`src/rtl/fetch_pkg.sv`:
```
// Shared defaults and next-pc select encoding for the fetch PC unit and its
// return-address stack.
package fetch_pkg;

  localparam int          XLEN_DEFAULT         = 64;
  localparam logic [63:0] RESET_VECTOR_DEFAULT = 64'h0;
  localparam int          INST_BYTES_DEFAULT   = 4;
  localparam int          RAS_DEPTH_DEFAULT    = 4;

  typedef enum logic [2:0] {
    REDIRECT,
    HOLD,
    RAS,
    BRANCH,
    SEQ
  } next_pc_sel_e;

endpackage

```
`src/rtl/return_stack.sv`:
```
// Circular return-address stack. When full, a push overwrites the oldest entry
// and the count saturates at RAS_DEPTH.
module return_stack
  import fetch_pkg::*;
#(
  parameter int XLEN      = XLEN_DEFAULT,
  parameter int RAS_DEPTH = RAS_DEPTH_DEFAULT
) (
  input  logic            clk,
  input  logic            rstN,
  input  logic            push,
  input  logic            pop,
  input  logic [XLEN-1:0] push_value,
  output logic [XLEN-1:0] top,
  output logic            empty,
  output logic            full
);

  localparam int PTR_W = $clog2(RAS_DEPTH);
  localparam int CNT_W = PTR_W + 1;

  logic [XLEN-1:0]  entries_q [RAS_DEPTH];
  logic [XLEN-1:0]  entries_d [RAS_DEPTH];
  logic [PTR_W-1:0] top_ptr_q, top_ptr_d;
  logic [CNT_W-1:0] count_q, count_d;

  assign empty = (count_q == '0);
  assign full  = (count_q == CNT_W'(RAS_DEPTH));
  assign top   = empty ? '0 : entries_q[top_ptr_q];

  always_comb begin
    entries_d = entries_q;
    top_ptr_d = top_ptr_q;
    count_d   = count_q;
    // A call and return in the same cycle swap the top in place.
    if (push && pop && !empty) begin
      entries_d[top_ptr_q] = push_value;
    end else if (push) begin
      top_ptr_d            = top_ptr_q + 1'b1;
      entries_d[top_ptr_d] = push_value;
      if (!full) count_d = count_q + 1'b1;
    end else if (pop && !empty) begin
      top_ptr_d = top_ptr_q - 1'b1;
      count_d   = count_q - 1'b1;
    end
  end

  always_ff @(posedge clk) begin
    if (!rstN) begin
      top_ptr_q <= '0;
      count_q   <= '0;
    end else begin
      top_ptr_q <= top_ptr_d;
      count_q   <= count_d;
    end
  end

  always_ff @(posedge clk) begin
    entries_q <= entries_d;
  end

endmodule

```
`src/rtl/fetch_pc_unit.sv`:
```
// Fetch program counter with redirect/stall/return/branch/sequential priority
// and an attached return-address stack.
module fetch_pc_unit
  import fetch_pkg::*;
#(
  parameter int              XLEN         = XLEN_DEFAULT,
  parameter logic [XLEN-1:0] RESET_VECTOR = XLEN'(RESET_VECTOR_DEFAULT),
  parameter int              INST_BYTES   = INST_BYTES_DEFAULT,
  parameter int              RAS_DEPTH    = RAS_DEPTH_DEFAULT
) (
  input  logic            clk,
  input  logic            rstN,
  input  logic            stall,
  input  logic            redirectValid,
  input  logic [XLEN-1:0] redirectPc,
  input  logic            branchTaken,
  input  logic [XLEN-1:0] branchTarget,
  input  logic            rasPush,
  input  logic            rasPop,
  output logic [XLEN-1:0] pc,
  output logic            pcValid,
  output logic [XLEN-1:0] rasTop,
  output logic            rasEmpty,
  output logic            rasFull
);

  localparam logic [XLEN-1:0] ALIGN_MASK = ~(XLEN'(INST_BYTES - 1));
  localparam logic [XLEN-1:0] INCR       = XLEN'(INST_BYTES);

  logic [XLEN-1:0] pc_q, pc_d;
  logic            pc_valid_q, pc_valid_d;
  logic            ras_en;
  next_pc_sel_e    sel;

  // The RAS only moves on cycles where the pc actually advances normally.
  assign ras_en = pc_valid_q && !stall && !redirectValid;

  return_stack #(
    .XLEN      (XLEN),
    .RAS_DEPTH (RAS_DEPTH)
  ) u_ras (
    .clk        (clk),
    .rstN       (rstN),
    .push       (rasPush && ras_en),
    .pop        (rasPop && ras_en),
    .push_value (pc_q + INCR),
    .top        (rasTop),
    .empty      (rasEmpty),
    .full       (rasFull)
  );

  // The first edge out of reset only raises pcValid; the reset vector is fetched first.
  always_comb begin
    sel        = SEQ;
    pc_valid_d = 1'b1;
    if (!pc_valid_q)                  sel = HOLD;
    else if (redirectValid)           sel = REDIRECT;
    else if (stall)                   sel = HOLD;
    else if (rasPop && !rasEmpty)     sel = RAS;
    else if (branchTaken)             sel = BRANCH;

    pc_d = pc_q + INCR;
    case (sel)
      REDIRECT: pc_d = redirectPc & ALIGN_MASK;
      HOLD:     pc_d = pc_q;
      RAS:      pc_d = rasTop & ALIGN_MASK;
      BRANCH:   pc_d = branchTarget & ALIGN_MASK;
      default:  pc_d = pc_q + INCR;
    endcase
  end

  always_ff @(posedge clk) begin
    if (!rstN) begin
      pc_q       <= RESET_VECTOR;
      pc_valid_q <= 1'b0;
    end else begin
      pc_q       <= pc_d;
      pc_valid_q <= pc_valid_d;
    end
  end

  assign pc      = pc_q;
  assign pcValid = pc_valid_q;

endmodule

```
`config.mk`:
```
export PLATFORM = sky130hd
export DESIGN_NAME = fetch_pc_unit
export DESIGN_NICKNAME = d
export VERILOG_FILES = /design/src/rtl/fetch_pkg.sv /design/src/rtl/return_stack.sv /design/src/rtl/fetch_pc_unit.sv
export SDC_FILE = /design/constraint.sdc
export NUM_CORES = 1
export LEC_CHECK = 0
export BUFFER_PORTS_ARGS = -buffer_cell sky130_fd_sc_hd__buf_4
export CAP_MARGIN = 20
export CORE_MARGIN = 5
export CORE_UTILIZATION = 52
export CTS_BUF_LIST = sky130_fd_sc_hd__clkbuf_16
export DETAILED_ROUTE_END_ITERATION = 12
export GPL_TIMING_DRIVEN = 0
export PLACE_DENSITY = 0.89
export RECOVER_POWER = 25
export REMOVE_ABC_BUFFERS = 1
export SLEW_MARGIN = 40
export SYNTH_ARGS = -nofsm -noshare
export SYNTH_HDL_FRONTEND = slang
export SYNTH_SLANG_ARGS = --single-unit
```
`constraint.sdc`:
```
create_clock -name clk -period 5.6 [get_ports clk]
set_clock_uncertainty 0.1 [all_clocks]
set_input_delay 1.12 -clock clk [delete_from_list [all_inputs] [get_ports clk]]
set_output_delay 1.12 -clock clk [all_outputs]
set_load 0.01 [all_outputs]
```
Word-level counts from Yosys, hierarchy flattened
Index checks and enable logic that the tools add are counted.

Div/mod/pow operators: 0. Add/subtract/negate cells: 5. Multipliers: 0. Reductions and logical operators: 19. Shift-type cells: 0. Multiplexer cells: 24. Order comparisons: 4. Equality and inequality tests: 5. Bitwise logic cells: 3.

Operators by type and width (number): 256-bit bitwise mux (2); 256-bit two-way mux (2); 64-bit two-way mux (5); 64-bit demux with 2-bit select (2); 64-bit case mux with 4 select lines (1); 64-bit binary-select mux with 2-bit select (1); 64-bit by 3-bit adder with 64-bit output, second input constant (1); 3-bit two-way mux (8); 1-bit logical AND (10); 3-bit by 2-bit equality test with 1-bit output, second input constant (2); 3-bit >= comparator, second input constant (2); 3-bit zero test (2); 3-bit by 1-bit less-than comparator with 1-bit output, second input constant (2); 2-bit NOT with 3-bit output (2); 2-bit two-way mux (2); 2-bit nonzero test (2); 3-bit by 1-bit adder with 3-bit output, second input constant (1); 3-bit by 1-bit equality test with 1-bit output, second input constant (1); 3-bit equality test, second input constant (1); 1-bit zero test (3); 3-bit AND reduction (1); 3-bit by 1-bit subtractor with 3-bit output, second input constant (1); 2-bit by 1-bit adder with 2-bit output, second input constant (1); 2-bit != test, second input constant (1); other kinds (4) (4).

RAM bits: 0. Memories: 0. Bits in read-only memories: 0. Output and inout bits: 131. Bits in latches: 0. Bits in registers: 326. Word-level logic and storage cells: 68.

Longest topological paths before layout
Gate-level depths: netlist of run 1.

Depth in word-level cells: 9. Mapped depth: 9. Depth with buffers taken out: 7.

Hierarchy
A second synthesis of run 1 with hierarchy kept.

Cell total of the unflattened synthesis: 1458. Area, all modules: 17221.5 sq um.

By module, submodules not included: return_stack (area each 11798.8 sq um, cells an instance 746, sequential area each 7787.5 sq um, times used 1); fetch_pc_unit (area each 5422.7 sq um, cells an instance 712, sequential area each 1261.2 sq um, times used 1).

Least setup slack after synthesis of run 1
OpenSTA, ideal clock, no wires.

Path type: input-to-reg. Start point: in stall. End point: reg u_ras.entries_q[194] (netlist bit) (enable). Setup time: 0.482 ns. Path slack: 0.127 ns. Stages on the path: 5. Arrival: 4.890 ns. Path buffers: 1. Cell sequence: nor3b_1 nand3_1 mux2i_1 clkbuf_1 nor2_1.

Cells in the longest elaborated chain, start to end: 7. Elaborated cells on any way between the ends: 8. Classes of those cells: reduce/logical (8).

Ends and longest elaborated chain: start, declared (line fetch_pc_unit.sv:13) `input logic stall,`; 1-bit zero test (*) (line fetch_pc_unit.sv:36) `assign ras_en = pc_valid_q && !stall && !redirectValid;`; 1-bit logical AND (*) (2 in a row) (line fetch_pc_unit.sv:36); 1-bit logical AND (on tied branches) (line fetch_pc_unit.sv:44, fetch_pc_unit.sv:45); 1-bit logical AND (2 in a row) (line return_stack.sv:36) `if (push && pop && !empty) begin`; 2-bit nonzero test (no source line) (*); end signal, assigned (line return_stack.sv:59) `entries_q <= entries_d;`; end, declared (line return_stack.sv:22) `logic [XLEN-1:0] entries_q [RAS_DEPTH];`.

Mark *: on every way between the ends. The rest lies on a longest branch, timed or not. A chain may end at the register's enable or synchronous reset.

==> reports/qor.yml, run 1 <==
run_status:
  outcome: "complete, but fails checks"
  violations: "max-capacitance violations, max-slew violations"
drt:
  avgViaCountPerCell: 6.52
  dr.pass1.iters: 7
  drc_errors: 0
  ant_nets: 0
  wirelength_um: 52500
  first_iter_violations: 1696
  dr_total_vias: 13700
  wl_per_cell_um: 24.9
synth:
  syn_avg_cell_area_um2: 11.2
  synth-edff-count: 248
  ys_async_sr_fraction_pct: 0
  synth_area_um2: 16100
  ys_seq_area_share_pct: 54.5
  ys.flop_type: "edfxtp_1"
  yosys_warnings: 0
  yosys.area.top_type_share_pct: 46.1
  yosys-top-cells-area: "edfxtp_1 (46%), mux4_2 (8.6%), dfxtp_1 (8.4%)"
  synth_mux_area_share_pct: 9.14
  synth-seq-cells: 316
  synth_cells: 1447
  synth_fa_ha_area_share_pct: 0.511
  netlist.top_cell.by_area: "edfxtp_1"
  synth-simple-area-share_pct: 17.5
  synth_top_family_by_area: "simple AND/OR/NAND/NOR gates"
  synth-compound-area-share_pct: 11.7
  yosysMostFrequentCell: "nor2_1"
  synthTopCellsByCount: "nor2_1 (285), edfxtp_1 (248), clkbuf_1 (91)"
  ys_types: 62
  synth_xor_area_share_pct: 3.31
clock_network:
  cts_hold_buf: 0
  cts.sinks: 316
  cts_buffers: 35
  ctsResizeCount: 0
  h-tree-depth: 2
  clock_path_buffers: 3
  cts_setup_buffers: 0
  cts_tree: "built"
  clkTransAtPathRegs_ps: 60
  clk_latency_ps: 510
  cts-root-buf: "clkbuf_16"
power:
  ir_worst_vdd_uv: 180
  p_sw_mw: 1.35
  clkPwrFrac_pct: 40.4
  power_mw: 5.44
  p_int_mw: 4.09
  p_seq_share_pct: 48.9
  p_per_area_nw_per_um2: 273
  p_comb_share_pct: 10.8
  netSwitchingFraction_pct: 24.8
  p_leak_nw: 7.04
timing:
  drv_slew: 50
  worstMarginPinSlew_ps: 2070
  setup_viol: 0
  worst_slack_ps: 888
  hold_ws_ps: 479
  tns_ps: 0
  slew_headroom_pct: -38.3
  max_freq_mhz: 212
  rsz0062_at_grt: "no"
  period_needed_ps: 4710
  final-hold-violation-count: 0
  period_share_pct: 84.1
critical_path:
  crit_path_start_kind: "input port"
  crit_type: "in2reg"
  r2r_slack_ps: 1930
  required_ps: 5740
  worst-path-max-fanout: 22
  worstSetupEndpointType: "register"
  arrival_ps: 4850
floorplan:
  fp.dieW_um: 186
  die_h_um: 186
  start_util_pct: 52.8
  core-area_um2: 30600
  io_pins: 266
  dieArea_um2: 34700
  placementRows: 64
cells_and_area:
  drive_above_1_share_pct: 22.6
  fin_nets: 1824
  stdcell_area_um2: 19900
  multi_input_area_um2: 6940
  syn2layout_area_growth_pct: 23.3
  ff_latch_area_um2: 8820
  diodes: 0
  n_fill_cell: 2269
global_route:
  grt_overflow: 0
  grt_pass1_wl_um: 78000
  grt_max_degree: 69
  grt_usage_pct: 29.5
  antenna_found_initial: 1
  grt_pass1_vias: 13700
place:
  post-place-ws_ps: 1100
  gp_congestion: 0.863
  numPortBuffers: 257
  hpwl_um: 37000
  placed_area_um2: 19100
run:
  drv_cap: 2
hold_path:
  hp-class: "reg2reg"
==> final cells by class <==
type / count / area share [%]
flip-flops and latches: 316 / 44.3
well taps: 396 / 2.49
clock inverters: 26 / 0.817
clock buffers: 37 / 4.65
repair buffers: 315 / 12.6
multi-input cells: 1002 / 34.9
inverters: 13 / 0.251
==> per-layer routing <==
layer  GRT usage, %  share of wire, %
met3           6.11                12
met4           12.4               4.5
met1           38.4                36
met5              0                 0
met2           48.5                48
==> power groups by stage <==
stage	sequential [mW]	clock (mW)	combinational (mW)
final	2.66	2.20	0.585
after global routing	2.66	2.31	0.627
after CTS	2.65	2.21	0.609
after detailed placement	2.70	0	0.604
after global placement	2.71	0	0.551
after floorplan	2.70	0	0.278
==> cells by family (layout without fill, tap and decap cells) <==
kind of cell | after synthesis | in the layout
adders and majority gates | 6 | 6
muxes | 70 | 70
buffers and inverters | 132 | 391
and+or+nand+nor | 598 | 598
AOI/OAI and AO/OA | 263 | 263
other | 1 | 4
xor gates and xnor gates | 61 | 61
DFF | 316 | 316
==> layout by cell type (no fill, tap or decap), types with 37 or more instances in the layout <==
master / netlist / layout
nor2b_1: 66 / 66
nand2_1: 81 / 80
edfxtp_1: 248 / 248
buf_4: 4 / 192
a21oi_1: 63 / 63
nor2_1: 285 / 281
nand3_1: 39 / 39
o21ai_0: 51 / 53
clkbuf_1: 91 / 72
clkbuf_16: 0 / 37
dfxtp_1: 68 / 66
mux4_2: 62 / 62
==> per-stage QoR <==
step                      util [%]  cells
after global routing          65.1   2105
after floorplan                  -   1331
after global placement        59.2   1984
after detailed placement      62.5   2042
final                         65.1   2105
after CTS                     66.0   2105
==> registers in the layout, indices dropped and copies added, names as in the netlist <==
signal / cells
pc: 62
u_ras.entries_q: 248
pcValid: 1
u_ras.count_q: 3
u_ras.top_ptr_q: 2
==> path summary, 6_finish.rpt <==
check / from / to / depth (start not counted)
setup / recovery: redirectValid / u_ras.entries_q[135] / 8
hold / removal: pc[3] / pc[3] / 2
setup reg to reg: pc[2] / u_ras.entries_q[58] / 7
hold reg to reg: pc[3] / pc[3] / 2
==> worst max-delay path: stages <==
cell and delay (ps):
clkbuf_1 1260, nor3b_1 330, nand3_1 480, mux2i_1 480, buf_8 230, clkbuf_1 570
buf_6 260, nor2_1 70
Note: power is estimated with default switching activity, not from simulation.
==> inputs of run 2 (changes only) <==
==> constraint.sdc (replaced) <==
create_clock -name clk -period 3.9 [get_ports clk]
set_clock_uncertainty 0.1 [all_clocks]
set_input_delay 0.78 -clock clk [delete_from_list [all_inputs] [get_ports clk]]
set_output_delay 0.78 -clock clk [all_outputs]
set_load 0.01 [all_outputs]
==> run 2 against run 1 <==
Against the previous run:
- the flow still finishes with violations (max-capacitance violations, max-slew violations)
- clock power up 43%
- sequential cell count unchanged
- critical path depth down 2
==> reports/qor.yml, run 2 (synthesized netlist as in run 1, its figures left out) <==
run_status:
  outcome: "complete, but fails checks"
  violations: "max-capacitance violations, max-slew violations"
floorplan:
  dieArea_um2: 34700
  core-area_um2: 30600
  fp.dieW_um: 186
  start_util_pct: 52.8
  die_h_um: 186
  placementRows: 64
  io_pins: 266
power:
  p_per_area_nw_per_um2: 393
  p_int_mw: 5.86
  power_mw: 7.79
  p_sw_mw: 1.93
  p_comb_share_pct: 10.7
  clkPwrFrac_pct: 40.4
  netSwitchingFraction_pct: 24.8
  p_seq_share_pct: 48.9
  p_leak_nw: 7.06
  ir_worst_vdd_uv: 260
critical_path:
  arrival_ps: 3860
  worstSetupEndpointType: "register"
  worst-path-max-fanout: 16
  required_ps: 4050
  crit_path_start_kind: "register"
  reg2reg_from: "pcValid"
  crit_start: "pcValid"
  crit_type: "reg2reg"
cells_and_area:
  diodes: 0
  syn2layout_area_growth_pct: 22.8
  fin_nets: 1824
  final_common_cell: "nor2_1"
  largest_register_ffs: 248
  top_register: "u_ras.entries_q"
  final_cell_mix: "nor2_1 (281), edfxtp_1 (248), buf_4 (196)"
  n_fill_cell: 2277
  stdcell_area_um2: 19800
  drive_above_1_share_pct: 23.0
run:
  drv_cap: 1
place:
  gp_congestion: 0.863
  placed_area_um2: 19100
  numPortBuffers: 257
  hpwl_um: 37000
drt:
  dr_total_vias: 13700
  avgViaCountPerCell: 6.53
  wl_per_cell_um: 24.8
  dr.pass1.iters: 7
  first_iter_violations: 1827
  drc_errors: 0
  ant_nets: 0
  wirelength_um: 52300
global_route:
  grt_max_degree: 69
  grt_pass1_vias: 13700
  antenna_found_initial: 0
  grt_pass1_wl_um: 78000
  grt_overflow: 0
  grt_usage_pct: 29.5
timing:
  tns_ps: 0
  setup_viol: 0
  period_share_pct: 95.1
  drv_slew: 69
  rsz0062_at_grt: "no"
  final-hold-violation-count: 0
  worstMarginPinSlew_ps: 1670
  period_needed_ps: 3710
  max_freq_mhz: 270
  slew_headroom_pct: -11.3
clock_network:
  cts_tree: "built"
  clk_latency_ps: 510
  cts_buffers: 35
  h-tree-depth: 2
  cts.sinks: 316
  cts-root-buf: "clkbuf_16"
  clkTransAtPathRegs_ps: 60
  clock_path_buffers: 3
  cts_setup_buffers: 0
hold_path:
  hp-class: "in2reg"
  hp-start: "branchTarget[6]"
==> run 2: cell types whose count changed in the layout (fill, tap and decap cells not counted), moves of 2 or more <==
| cell | previous run | this run |
|---|---|---|
| buf_4 | 192 | 196 |
| buf_16 | 7 | 5 |
| o21ai_0 | 53 | 51 |
| nor3_1 | 25 | 23 |
| mux2i_1 | 5 | 8 |
| clkbuf_2 | 0 | 4 |
| mux2i_4 | 3 | 0 |
| o21ai_1 | 0 | 2 |
| nor3_2 | 4 | 6 |
| clkbuf_1 | 72 | 67 |
| buf_8 | 21 | 19 |
==> run 2: power by group through the flow <==
| stage | combinational, mW | sequential (mW) | clock [mW] |
|---|---|---|---|
| after floorplan | 0.399 | 3.87 | 0 |
| after global placement | 0.791 | 3.89 | 0 |
| after detailed placement | 0.868 | 3.88 | 0 |
| after CTS | 0.874 | 3.81 | 3.17 |
| after global routing | 0.895 | 3.82 | 3.32 |
| final | 0.833 | 3.81 | 3.15 |
==> run 2: metal layers <==
metal	track usage, %	share of wire (%)	up-vias
met4	12.4	4.4	0
met1	38.4	35	6630
met5	0	0	-
met2	48.5	48	1033
met3	6.11	12	188
li1	-	-	5889
==> run 2: layout make-up <==
class / count / area, um^2 / share of cell area [%]
Sequential cell: 316 / 8820 / 44.5
Multi-Input combinational cell: 1002 / 6920 / 34.9
Clock inverter: 26 / 163 / 0.820
Clock buffer: 37 / 926 / 4.67
Tap cell: 396 / 495 / 2.50
Timing Repair Buffer: 315 / 2460 / 12.4
Inverter: 13 / 50.0 / 0.252
==> run 2: path summary, 6_finish.rpt <==
check                                     endpoint  slack [ps]  cells after the start
worst max-delay path            u_ras.entries_q[2]         190                      6
worst min-delay path                         pc[6]         410                      3
worst max register to register  u_ras.entries_q[2]         190                      6
worst min register to register               pc[3]         480                      2
==> run 2: per-stage QoR <==
| stage | cells | setup WS [ps] | hold slack, ps | util, % |
|---|---|---|---|---|
| 6_report | 2105 | 190 | 410 | 64.8 |
| 5_1_grt | 2105 | 68.5 | 415 | 64.8 |
| 4_1_cts | 2105 | 262 | 403 | 66.0 |
| 3_5_place_dp | 2042 | -261 | 462 | 62.5 |
| 3_3_place_gp | 1984 | -14700 | 452 | 59.2 |
| 2_1_floorplan | 1331 | -5050 | 433 | - |
==> run 2: timing repair <==
item,4_1_cts,5_1_grt
hold buffers,0,0
gates resized for setup,0,2
endpoints found under the setup margin,0,13
==> run 2: worst max-delay path: stages, from the launching register on <==
cell	delay (ps)
dfxtp_1	520
nor3b_2	410
nand3_1	300
mux2i_1	1070
nor2_1	310
clkbuf_2	430
buf_8	280
